File: src/rtl/reg_access_pkg.sv
// Shared types and constants for the register-file access controller.
// Widths match the 8-entry, 8-bit register file this block drives.
package reg_access_pkg;

  localparam int DATA_W = 8;
  localparam int ADDR_W = 3;

  // Address 0 reads as zero and ignores writes.
  localparam logic [ADDR_W-1:0] REG_ZERO = '0;

  typedef enum logic [1:0] {
    IDLE,
    FETCH,
    HOLD
  } state_e;

endpackage

File: src/rtl/reg_access_ctrl_if.sv
// Writeback, operand-fetch, operand-response and register-file port bundle.
// master = requester/register-file side, slave = reg_access_ctrl.
interface reg_access_ctrl_if;
  import reg_access_pkg::*;

  logic              wb_valid;
  logic              wb_ready;
  logic [ADDR_W-1:0] wb_rd;
  logic [DATA_W-1:0] wb_data;

  logic              rd_valid;
  logic              rd_ready;
  logic [ADDR_W-1:0] rd_rs;
  logic [ADDR_W-1:0] rd_rt;

  logic              op_valid;
  logic              op_ready;
  logic [DATA_W-1:0] op_rs_data;
  logic [DATA_W-1:0] op_rt_data;

  logic              rf_rw;
  logic [ADDR_W-1:0] rf_rs;
  logic [ADDR_W-1:0] rf_rt;
  logic [ADDR_W-1:0] rf_rd;
  logic [DATA_W-1:0] rf_rd_data;
  logic [DATA_W-1:0] rf_rs_data;
  logic [DATA_W-1:0] rf_rt_data;

  modport master (
    output wb_valid, wb_rd, wb_data, input wb_ready,
    output rd_valid, rd_rs, rd_rt, input rd_ready,
    input  op_valid, op_rs_data, op_rt_data, output op_ready,
    input  rf_rw, rf_rs, rf_rt, rf_rd, rf_rd_data,
    output rf_rs_data, rf_rt_data
  );

  modport slave (
    input  wb_valid, wb_rd, wb_data, output wb_ready,
    input  rd_valid, rd_rs, rd_rt, output rd_ready,
    output op_valid, op_rs_data, op_rt_data, input op_ready,
    output rf_rw, rf_rs, rf_rt, rf_rd, rf_rd_data,
    input  rf_rs_data, rf_rt_data
  );

endinterface

File: src/rtl/reg_access_starve_ctr.sv
// Saturating count of cycles a ready-to-issue read lost to a write.
// hit is taken straight from the count register, so it has no input-to-output path.
module reg_access_starve_ctr #(
  parameter int STARVE_LIMIT = 4
) (
  input  logic clk,
  input  logic reset,
  input  logic inc,
  input  logic clr,
  output logic hit
);

  localparam int CW = $clog2(STARVE_LIMIT + 1);
  localparam logic [CW-1:0] LIMIT = CW'(STARVE_LIMIT);

  logic [CW-1:0] cnt_q, cnt_d;

  // NOTE: cnt_d is given its hold value before any branch, so no path leaves it unassigned and no latch is inferred.
  always_comb begin
    cnt_d = cnt_q;
    if (clr) begin
      cnt_d = '0;
    end else if (inc && (cnt_q != LIMIT)) begin
      cnt_d = cnt_q + 1'b1;
    end
  end

  // NOTE: state registers use non-blocking assignment so every flop samples pre-edge values.
  always_ff @(posedge clk or posedge reset) begin
    if (reset) cnt_q <= '0;
    else       cnt_q <= cnt_d;
  end

  assign hit = (cnt_q == LIMIT);

endmodule

File: src/rtl/reg_access_ctrl.sv
// Merges writeback and operand-fetch traffic onto the register file's single port set
// and returns each captured operand pair on a valid/ready channel.
module reg_access_ctrl
  import reg_access_pkg::*;
#(
  parameter int STARVE_LIMIT = 4
) (
  input  logic               clk,
  input  logic               reset,
  reg_access_ctrl_if.slave   bus
);

  state_e            state_q, state_d;
  logic [DATA_W-1:0] op_rs_q, op_rs_d;
  logic [DATA_W-1:0] op_rt_q, op_rt_d;

  logic throttle;
  logic wb_ready_w;
  logic wr_en;
  logic rd_permit;
  logic rd_ready_w;
  logic rd_fire;

  // A write owns the port for its cycle; reads wait unless the starvation throttle holds writes off.
  assign wb_ready_w = !reset && !throttle;
  assign wr_en      = bus.wb_valid && wb_ready_w && (bus.wb_rd != REG_ZERO);
  assign rd_permit  = !reset && ((state_q == IDLE) || ((state_q == HOLD) && bus.op_ready));
  assign rd_ready_w = rd_permit && !wr_en;
  assign rd_fire    = bus.rd_valid && rd_ready_w;

  reg_access_starve_ctr #(.STARVE_LIMIT(STARVE_LIMIT)) u_starve (
    .clk   (clk),
    .reset (reset),
    .inc   (bus.rd_valid && rd_permit && wr_en),
    .clr   (rd_fire || throttle),
    .hit   (throttle)
  );

  assign bus.wb_ready   = wb_ready_w;
  assign bus.rd_ready   = rd_ready_w;
  assign bus.rf_rw      = wr_en;
  assign bus.rf_rd      = wr_en   ? bus.wb_rd   : '0;
  assign bus.rf_rd_data = wr_en   ? bus.wb_data : '0;
  assign bus.rf_rs      = rd_fire ? bus.rd_rs   : '0;
  assign bus.rf_rt      = rd_fire ? bus.rd_rt   : '0;

  assign bus.op_valid   = (state_q == HOLD);
  assign bus.op_rs_data = op_rs_q;
  assign bus.op_rt_data = op_rt_q;

  always_comb begin
    state_d = state_q;
    op_rs_d = op_rs_q;
    op_rt_d = op_rt_q;
    unique case (state_q)
      IDLE: if (rd_fire) state_d = FETCH;
      FETCH: begin
        // File outputs now carry the data addressed in the accept cycle.
        op_rs_d = bus.rf_rs_data;
        op_rt_d = bus.rf_rt_data;
        state_d = HOLD;
      end
      HOLD: if (bus.op_ready) state_d = rd_fire ? FETCH : IDLE;
      default: state_d = IDLE;
    endcase
  end

  always_ff @(posedge clk or posedge reset) begin
    if (reset) begin
      state_q <= IDLE;
      op_rs_q <= '0;
      op_rt_q <= '0;
    end else begin
      state_q <= state_d;
      op_rs_q <= op_rs_d;
      op_rt_q <= op_rt_d;
    end
  end

endmodule

File: src/flat_wrapper.sv
// flat-port wrapper written by rule: the top's interface ports become plain ports
module reg_access_ctrl_flat import reg_access_pkg::*;
#(
  parameter int STARVE_LIMIT = 4
)
  (clk, reset, bus_wb_valid, bus_wb_rd, bus_wb_data, bus_wb_ready, bus_rd_valid, bus_rd_rs, bus_rd_rt, bus_rd_ready, bus_op_valid, bus_op_rs_data, bus_op_rt_data, bus_op_ready, bus_rf_rw, bus_rf_rs, bus_rf_rt, bus_rf_rd, bus_rf_rd_data, bus_rf_rs_data, bus_rf_rt_data);
  reg_access_ctrl_if bus_i ();
  input  logic clk;
  input  logic reset;
  input wire logic [$bits(bus_i.wb_valid)-1:0] bus_wb_valid;
  input wire logic [$bits(bus_i.wb_rd)-1:0] bus_wb_rd;
  input wire logic [$bits(bus_i.wb_data)-1:0] bus_wb_data;
  output wire logic [$bits(bus_i.wb_ready)-1:0] bus_wb_ready;
  input wire logic [$bits(bus_i.rd_valid)-1:0] bus_rd_valid;
  input wire logic [$bits(bus_i.rd_rs)-1:0] bus_rd_rs;
  input wire logic [$bits(bus_i.rd_rt)-1:0] bus_rd_rt;
  output wire logic [$bits(bus_i.rd_ready)-1:0] bus_rd_ready;
  output wire logic [$bits(bus_i.op_valid)-1:0] bus_op_valid;
  output wire logic [$bits(bus_i.op_rs_data)-1:0] bus_op_rs_data;
  output wire logic [$bits(bus_i.op_rt_data)-1:0] bus_op_rt_data;
  input wire logic [$bits(bus_i.op_ready)-1:0] bus_op_ready;
  output wire logic [$bits(bus_i.rf_rw)-1:0] bus_rf_rw;
  output wire logic [$bits(bus_i.rf_rs)-1:0] bus_rf_rs;
  output wire logic [$bits(bus_i.rf_rt)-1:0] bus_rf_rt;
  output wire logic [$bits(bus_i.rf_rd)-1:0] bus_rf_rd;
  output wire logic [$bits(bus_i.rf_rd_data)-1:0] bus_rf_rd_data;
  input wire logic [$bits(bus_i.rf_rs_data)-1:0] bus_rf_rs_data;
  input wire logic [$bits(bus_i.rf_rt_data)-1:0] bus_rf_rt_data;
  assign bus_i.wb_valid = bus_wb_valid;
  assign bus_i.wb_rd = bus_wb_rd;
  assign bus_i.wb_data = bus_wb_data;
  assign bus_wb_ready = bus_i.wb_ready;
  assign bus_i.rd_valid = bus_rd_valid;
  assign bus_i.rd_rs = bus_rd_rs;
  assign bus_i.rd_rt = bus_rd_rt;
  assign bus_rd_ready = bus_i.rd_ready;
  assign bus_op_valid = bus_i.op_valid;
  assign bus_op_rs_data = bus_i.op_rs_data;
  assign bus_op_rt_data = bus_i.op_rt_data;
  assign bus_i.op_ready = bus_op_ready;
  assign bus_rf_rw = bus_i.rf_rw;
  assign bus_rf_rs = bus_i.rf_rs;
  assign bus_rf_rt = bus_i.rf_rt;
  assign bus_rf_rd = bus_i.rf_rd;
  assign bus_rf_rd_data = bus_i.rf_rd_data;
  assign bus_i.rf_rs_data = bus_rf_rs_data;
  assign bus_i.rf_rt_data = bus_rf_rt_data;
  reg_access_ctrl #(.STARVE_LIMIT(STARVE_LIMIT)) u_core (.clk(clk), .reset(reset), .bus(bus_i));
endmodule
File: config.mk
export PLATFORM = sky130hd
export DESIGN_NAME = reg_access_ctrl_flat
export DESIGN_NICKNAME = d
export VERILOG_FILES = /design/src/rtl/reg_access_pkg.sv /design/src/rtl/reg_access_ctrl_if.sv /design/src/rtl/reg_access_starve_ctr.sv /design/src/rtl/reg_access_ctrl.sv /design/src/flat_wrapper.sv
export SDC_FILE = /design/constraint.sdc
export NUM_CORES = 1
export LEC_CHECK = 0
export ABC_AREA = 0
export CAP_MARGIN = 20
export CORE_MARGIN = 5
export CORE_UTILIZATION = 36
export DETAILED_ROUTE_END_ITERATION = 10
export GPL_ROUTABILITY_DRIVEN = 0
export GPL_TIMING_DRIVEN = 0
export PLACE_DENSITY = 0.84
export RECOVER_POWER = 100
export SETUP_SLACK_MARGIN = 0.4
export SYNTH_ARGS = -nofsm -noshare
export SYNTH_HDL_FRONTEND = slang
export SYNTH_SLANG_ARGS = --single-unit
File: constraint.sdc
create_clock -name clk -period 3.5 [get_ports clk]
set_clock_uncertainty 0.2 [all_clocks]
set_input_delay 0.35 -clock clk [delete_from_list [all_inputs] [get_ports clk]]
set_output_delay 0.35 -clock clk [all_outputs]
set_load 0.05 [all_outputs]
# ---- Word-level counts from Yosys, hierarchy flattened
# Cells that the tools add are included.
dict set report op_classes {
  muxes 10
  n_shift 0
  n_lt_le_gt_ge 0
  n_mul 0
  bitwise_logic 0
  n_reduce_logical 19
  n_div 0
  addsub 1
  n_eq_ne 6
}
# op count
set op_table {}
lappend op_table {{two-way mux 3 bit} 5}
lappend op_table {{logical AND 1 bit} 10}
lappend op_table {{two-way mux 8 bit} 1}
lappend op_table {{case mux 2 bit (3 select lines)} 1}
lappend op_table {{two-way mux 2 bit} 2}
lappend op_table {{!= test 2 x 1 -> 1 bit (second input constant)} 2}
lappend op_table {{adder 3 x 1 -> 3 bit (second input constant)} 1}
lappend op_table {{equality test 3 bit (second input constant)} 1}
lappend op_table {{zero test 1 bit} 3}
lappend op_table {{!= test 3 bit (second input constant)} 1}
lappend op_table {{nonzero test 3 bit} 1}
lappend op_table {{equality test 2 x 1 -> 1 bit (second input constant)} 1}
lappend op_table {{equality test 2 bit (second input constant)} 1}
lappend op_table {{zero test 2 bit} 1}
lappend op_table {{logical OR 1 bit} 2}
lappend op_table {{AND reduction 2 bit} 1}
lappend op_table {{nonzero test 2 bit} 1}
lappend op_table {{two-way mux 1 bit} 1}
dict set report totals {
  word_cells 40
  latchBits 0
  mem_count 0
  romBits 0
  mem_bits_rw 0
  reg_bits 21
  input_bits 38
}

# ---- Longest topological paths before layout
# Gate-level depths: netlist of run 1.
dict set report depth {
  ltp_word 11
  mapped_depth 7
  ltp_nobuf 6
}

# ---- By module
# A second synthesis of run 1 with hierarchy kept.
dict set report hier_totals {
  hier_cells 91
  hier_area_um2 1093.5
}
# module cells_each n_inst seq_area_each_um2 area_each_um2
set modules_own_cells {}
lappend modules_own_cells {reg_access_ctrl 72 1 450.4 892.1}
lappend modules_own_cells {reg_access_starve_ctr 19 1 75.1 201.4}

# ---- Least setup slack after synthesis of run 1
# Ideal clock, no wire load.
dict set report synth_path {
  kind {register to output}
  start {reg u_core.u_starve.cnt_q[0]}
  end {out bus_rf_rd_data[0]}
  n_path_buf 1
  stages_incl_launch_ff 7
  t_required_ns 2.950
  arrival_ns 2.029
  path_slack_ns 0.921
  cell_sequence {dfrtp_1 -> inv_1 -> ha_1 -> a21oi_4 -> o311a_4 -> buf_4 -> and2_1}
}
dict set report synth_via {
  elab_chain_len 6
}
# item line
set synth_rtl {}
lappend synth_rtl {{start, declared} reg_access_starve_ctr.sv:16} ;# logic [CW-1:0] cnt_q, cnt_d;
lappend synth_rtl {{start signal, assigned} reg_access_starve_ctr.sv:31} ;# else cnt_q <= cnt_d;
lappend synth_rtl {{equality test 3 bit} reg_access_starve_ctr.sv:34} ;# assign hit = (cnt_q == LIMIT);
lappend synth_rtl {{zero test 1 bit} reg_access_ctrl.sv:25} ;# assign wb_ready_w = !reset && !throttle;
lappend synth_rtl {{logical AND 1 bit} reg_access_ctrl.sv:25}
lappend synth_rtl {{named net bus_wb_ready} flat_wrapper.sv:13} ;# output wire logic [$bits(bus_i.wb_ready)-1:0] bus_wb_ready;
lappend synth_rtl {{logical AND 1 bit (2 in a row)} reg_access_ctrl.sv:26} ;# assign wr_en = bus.wb_valid && wb_ready_w && (bus.wb_rd != REG_ZERO);
lappend synth_rtl {{named net bus_rf_rw} flat_wrapper.sv:22} ;# output wire logic [$bits(bus_i.rf_rw)-1:0] bus_rf_rw;
lappend synth_rtl {{two-way mux 8 bit} reg_access_ctrl.sv:43} ;# assign bus.rf_rd_data = wr_en ? bus.wb_data : '0;
lappend synth_rtl {{end, declared} flat_wrapper.sv:26} ;# output wire logic [$bits(bus_i.rf_rd_data)-1:0] bus_rf_rd_data;
# The timed path passes the listed nets, and every way through them passes these cells.

# ---- Final worst setup path of run 1
dict set report layout_path {
  start {reg u_core.u_starve.cnt_q[0]}
  end {out bus_rf_rd_data[4]}
}
dict set report layout_via {
  elab_chain_len 6
}
# item line
set layout_rtl {}
lappend layout_rtl {{equality test 3 bit} reg_access_starve_ctr.sv:34}
lappend layout_rtl {{zero test 1 bit} reg_access_ctrl.sv:25}
lappend layout_rtl {{logical AND 1 bit} reg_access_ctrl.sv:25}
lappend layout_rtl {{logical AND 1 bit (2 in a row)} reg_access_ctrl.sv:26}
lappend layout_rtl {{two-way mux 8 bit} reg_access_ctrl.sv:43}
# Every way passes these cells.

==> results of run 1 <==
==> path summary, 6_finish.rpt <==
path                                           from                  endpoint  slack (ns)  depth (start not counted)
max                        u_core.u_starve.cnt_q[0]         bus_rf_rd_data[4]        0.40                          6
min                        u_core.bus.op_rs_data[4]  u_core.bus.op_rs_data[4]        0.30                          1
max reg2reg                       u_core.state_q[1]  u_core.bus.op_rs_data[2]        1.64                          4
min reg2reg                u_core.bus.op_rs_data[4]  u_core.bus.op_rs_data[4]        0.30                          1
max in group asynchronous                     reset  u_core.bus.op_rs_data[2]        2.41                          2
min in group asynchronous                     reset  u_core.bus.op_rt_data[1]        0.34                          2
==> flip-flops by register name, indices dropped and copies added (netlist names) <==
signal,flops
u_core.state_q,2
u_core.u_starve.cnt_q,3
u_core.bus.op_rs_data,8
u_core.bus.op_rt_data,8
==> synth_stat cells <==
cell | count | area share
dfrtp_1 | 21 | 0.52
and2_1 | 14 | 0.086
mux2_2 | 14 | 0.15
inv_1 | 6 | 0.022
nand2_1 | 4 | 0.015
and3_1 | 3 | 0.018
nand3_1 | 3 | 0.015
ha_1 | 2 | 0.025
mux2_1 | 2 | 0.022
a21oi_1 | 1 | 0.0049
a21oi_4 | 1 | 0.016
buf_2 | 1 | 0.0049
buf_4 | 1 | 0.0074
inv_2 | 1 | 0.0037
nand2_2 | 1 | 0.0062
nand2b_1 | 1 | 0.0062
nor2_1 | 1 | 0.0037
nor2_2 | 1 | 0.0062
o2111a_1 | 1 | 0.011
o2111ai_1 | 1 | 0.0086
o211ai_1 | 1 | 0.0074
o21ai_0 | 1 | 0.0049
o21ai_1 | 1 | 0.0049
o311a_4 | 1 | 0.021
o32ai_1 | 1 | 0.0086
==> logic make-up after synthesis <==
family,Yosys count,share of synthesized area
fa+ha+maj,2,0.02460
simple gates,28,0.1562
buf+inv,9,0.03812
compound gates,9,0.08733
mux,16,0.1771
flops,21,0.5166
==> area by class of cell <==
| type | count | area share |
|---|---|---|
| buffer | 2 | 0.006289 |
| timing repair buffer | 74 | 0.4053 |
| clock buffer | 3 | 0.01258 |
| inverter | 7 | 0.01677 |
| timing repair inverter | 1 | 0.002795 |
| tap | 31 | 0.02166 |
| clock inverter | 1 | 0.002795 |
| sequential | 21 | 0.2935 |
| multi-input combinational | 55 | 0.2383 |
==> power breakdown <==
part / switching, uW / leakage [uW] / internal [uW]
clock: 71.3 / 0.0000177 / 42.5
sequential: 27.7 / 0.000254 / 304
combinational: 325 / 0.000534 / 177
==> what timing repair did <==
item / in CTS / in global routing
endpoints found under the setup margin: 14 / 7
pin swaps: 0 / 0
cloned: 1 / 0
resized for setup: 14 / 7
==> through the flow <==
step,total power (uW),cell area [um2]
after floorplan,672.2,1017
after detailed placement,878.9,1797
after global placement,867.5,1797
after CTS,990.6,1817
final,946.8,1790
after global routing,996.6,1790
==> metal layers <==
metal / track usage / part of all wire
met5: 0 / 0
met4: 0.03979 / 0.0035
met3: 0.04796 / 0.082
met2: 0.2538 / 0.50
met1: 0.1691 / 0.41
==> flow_summary.ini, run 1 <==
[sta]
period_needed_ns = 3.102
tns_ns = 0
finalSetupViolCount = 0
slew_violations = 0
hold_viol_final = 0
rsz0062_at_grt = no
fin_ws_ns = 0.3978
worst_pin_slew_ns = 0.5977
slew_headroom = 0.6032
timing.hold.ws_ns = 0.2967
timing.fmax_mhz = 322.3
fin_crit_sh = 0.8864

[setup_path]
cp_slowest_stage_delay_ns = 0.86
worstSetupEndpointType = output pin
cp_num_buf_inv = 2
crit_chain = inv_1, ha_1, a21oi_1, o311a_2, and2_1, dlygate4sd3_1
cp_top_family = buffers and inverters
critical_path.slowest_cell = dlygate4sd3_1
cp-start-kind = register
path_class = reg -> out
cp_max_fo = 5
arrival_ns = 2.55
critPathRequiredTime_ns = 2.95

[pwr]
vdd_drop_max_mv = 0.4324
powerDensity_nw_per_um2 = 528.8
cellLeakagePower_uw = 0.0008058

[floorplanning]
start_util = 0.3721
rows = 19
dieArea_um2 = 3989
ios = 75
die_y_um = 63.16
die_w_um = 63.16
core_region_area_um2 = 2734

[logic_synthesis]
avgSynthCellArea_um2 = 11.97
ys_warn_count = 0
synth_cells = 85
seq_area_frac_synth = 0.5166
synth_seq_cells = 21
synth_cell_types = 25
syn-cell-area_um2 = 1017
syn-num-nets = 125

[placement]
io_buffer_count = 74
pre_cts_ws_ns = -0.3063
dp_cells = 190
hpwl_mm = 2.352

[finish]
diodes = 0
final_core_util = 0.6549
layout_commonest_cell = clkdlybuf4s50_1
layout-drive-gt1-share = 0.1341
multi_input_area_um2 = 426.7
regArea_um2 = 525.5
fin_nets = 205
final_cell_mix = 36 x clkdlybuf4s50_1, 24 x dlygate4sd3_1, 21 x dfrtp_1, 14 x mux2_2, 14 x and2_1
instances_no_fill = 195
area_growth_pct = 76.01
n_fill_cell = 241

[cts]
clk_pin_slew_worst_paths_ns = 0.12
cts_buffers = 3
hold_buffers = 0
h-tree-depth = 1
cts_buffer_depth = 2
tritoncts = yes
cts_sinks = 21
clk_latency_ns = 0.30
root_buffer = clkbuf_4
postCtsSetupRepairBufs = 0

[drt]
drt-pass1-iter-count = 4
ant_nets = 0
route.detailed.drc = 0
via_per_inst = 4.774
drt_iter0_drc = 7
wl_per_cell_um = 14.47
wirelength_mm = 2.821
vias = 931

[status]
status = complete, no violations

[global_route]
grt_pass1_wl_mm = 4.747
grt_usage = 0.1457
antenna_found_initial = 0
grt_max_degree = 13
grt_pass1_vias = 1003
overflow = 0

[flow_run]
maxCapViolations = 0

[hold_path]
min_path_type = reg -> reg
No activity file was read; power rests on OpenSTA's default activity.
==> run 2, diff against run 1 <==
- CAP_MARGIN: 20 -> default
- MAX_ROUTING_LAYER: default -> met4
- SLEW_MARGIN: default -> 20
==> flow_summary.ini, run 2 (same netlist as run 1, synthesis figures left out) <==
[cts]
tritoncts = yes
cts_buffer_depth = 2
h-tree-depth = 1
cts_sinks = 21
root_buffer = clkbuf_4
cts_buffers = 3
clk_latency_ns = 0.30
clk_pin_slew_worst_paths_ns = 0.12

[pwr]
switchingPower_uw = 424.4
clock_power_share = 0.120
cellLeakagePower_uw = 0.0008058
vdd_drop_max_mv = 0.4326
combPwrFrac = 0.530
intPower_uw = 523.0
p_seq_frac = 0.350
powerDensity_nw_per_um2 = 529.2
swShare = 0.4480

[setup_path]
worstSetupEndpointType = output pin
cpMostUsedCell = dlygate4sd3_1
arrival_ns = 2.56
reg2regPathDepth = 4
r2r-end = u_core.bus.op_rs_data[2]
r2r_slack_ns = 1.63
crit_chain = dlygate4sd3_1, a21oi_1, o311a_2, and2_1, dlygate4sd3_1
endpoint = bus_rf_rd_data[4]
crit_start = reset
cp-start-kind = input pin
critical_path.slowest_cell = dlygate4sd3_1
cp_slowest_stage_delay_ns = 0.86
crit_cells = 5
cp_max_fo = 5
worstReg2RegStart = u_core.state_q[1]
cp_top_family = buffers and inverters
cp_num_buf_inv = 2
critPathRequiredTime_ns = 2.95
path_class = in -> out

[sta]
rsz0062_at_grt = no
fin_ws_ns = 0.3903
finalSetupViolCount = 0
slew_headroom = 0.6032
slew_violations = 0
period_needed_ns = 3.110
timing.hold.ws_ns = 0.2968
timing.fmax_mhz = 321.6
worst_pin_slew_ns = 0.5977
fin_crit_sh = 0.8885
hold_viol_final = 0

[global_route]
antenna_found_initial = 0
grt_max_degree = 13
grt_pass1_vias = 1002
grt_pass1_wl_mm = 4.761
grt_usage = 0.1501
overflow = 0

[status]
status = complete, no violations

[placement]
io_buffer_count = 74
hpwl_mm = 2.352
pre_cts_ws_ns = -0.3063

[drt]
via_per_inst = 4.754
drt-pass1-iter-count = 4
ant_nets = 0
route.detailed.drc = 0
vias = 927
drt_iter0_drc = 7
wirelength_mm = 2.851
wl_per_cell_um = 14.62

[floorplanning]
die_y_um = 63.16
ios = 75
start_util = 0.3721
dieArea_um2 = 3989
die_w_um = 63.16
core_region_area_um2 = 2734
rows = 19

[finish]
layout-drive-gt1-share = 0.1341
area_growth_pct = 76.01
n_fill_cell = 241
fin_nets = 205
final_cell_mix = 36 x clkdlybuf4s50_1, 24 x dlygate4sd3_1, 21 x dfrtp_1, 14 x mux2_2, 14 x and2_1
diodes = 0
layout_commonest_cell = clkdlybuf4s50_1

[flow_run]
maxCapViolations = 0

[hold_path]
min_path_type = reg -> reg
min_from = u_core.bus.op_rs_data[4]
-- run 2: cell counts in the layout (fill, tap and decap cells not counted) --
Identical to the previous run, type by type.
-- run 2: power by group through the flow --
stage          clock network (uW)  logic, uW  registers [uW]
3_3_place_gp                    0        531             337
2_1_floorplan                   0        129             544
3_5_place_dp                    0        538             341
5_1_grt                       130        525             342
6_report                      114        502             332
4_1_cts                       119        536             335
-- run 2: worst min path at each step --
stage / depth (start not counted) / slack, ns / to
after global routing: 1 / 0.32 / u_core.bus.op_rt_data[4]
after detailed placement: 1 / 0.28 / u_core.bus.op_rs_data[4]
final: 1 / 0.30 / u_core.bus.op_rs_data[4]
after CTS: 2 / 0.30 / u_core.u_starve.cnt_q[2]
after global placement: 1 / 0.28 / u_core.bus.op_rs_data[0]
after floorplan: 1 / 0.15 / u_core.bus.op_rs_data[0]
-- run 2: per-stage QoR --
stage | TNS [ns] | power (uW) | util | instances | instance area [um2]
finish | 0 | 947.4 | 0.6549 | 195 | 1790
global placement | -1.125 | 867.5 | 0.6572 | 190 | 1797
global route | 0 | 996.7 | 0.6549 | 195 | 1790
CTS | 0 | 990.6 | 0.6645 | 195 | 1817
floorplan | 0 | 672.2 | - | 85 | 1017
detailed placement | -1.760 | 878.9 | 0.6572 | 190 | 1797
-- run 2: per-layer routing --
layer | share of wire | GRT usage
met1 | 0.42 | 0.1702
met3 | 0.081 | 0.04618
met4 | 0.0035 | 0.03979
met2 | 0.50 | 0.2551
met5 | 0 | -
-- run 2: cell type report --
class / count / area (um2) / share of cell area
inverters: 7 / 30.03 / 0.01677
flip-flops and latches: 21 / 525.5 / 0.2935
repair inverters: 1 / 5.005 / 0.002795
clock buffers: 3 / 22.52 / 0.01258
multi-input cells: 55 / 426.7 / 0.2383
plain buffers: 2 / 11.26 / 0.006289
clock inverters: 1 / 5.005 / 0.002795
repair buffers: 74 / 725.7 / 0.4053
well taps: 31 / 38.79 / 0.02166
-- run 2: what timing repair did --
item | in CTS | in global routing
endpoints found under the hold margin | 0 | 0
setup endpoints to repair | 14 | 7
gates cloned | 1 | 0
hold buffers | 0 | 0
pin swaps | 0 | 0
resized for setup | 14 | 7
buffers inserted | 0 | 0
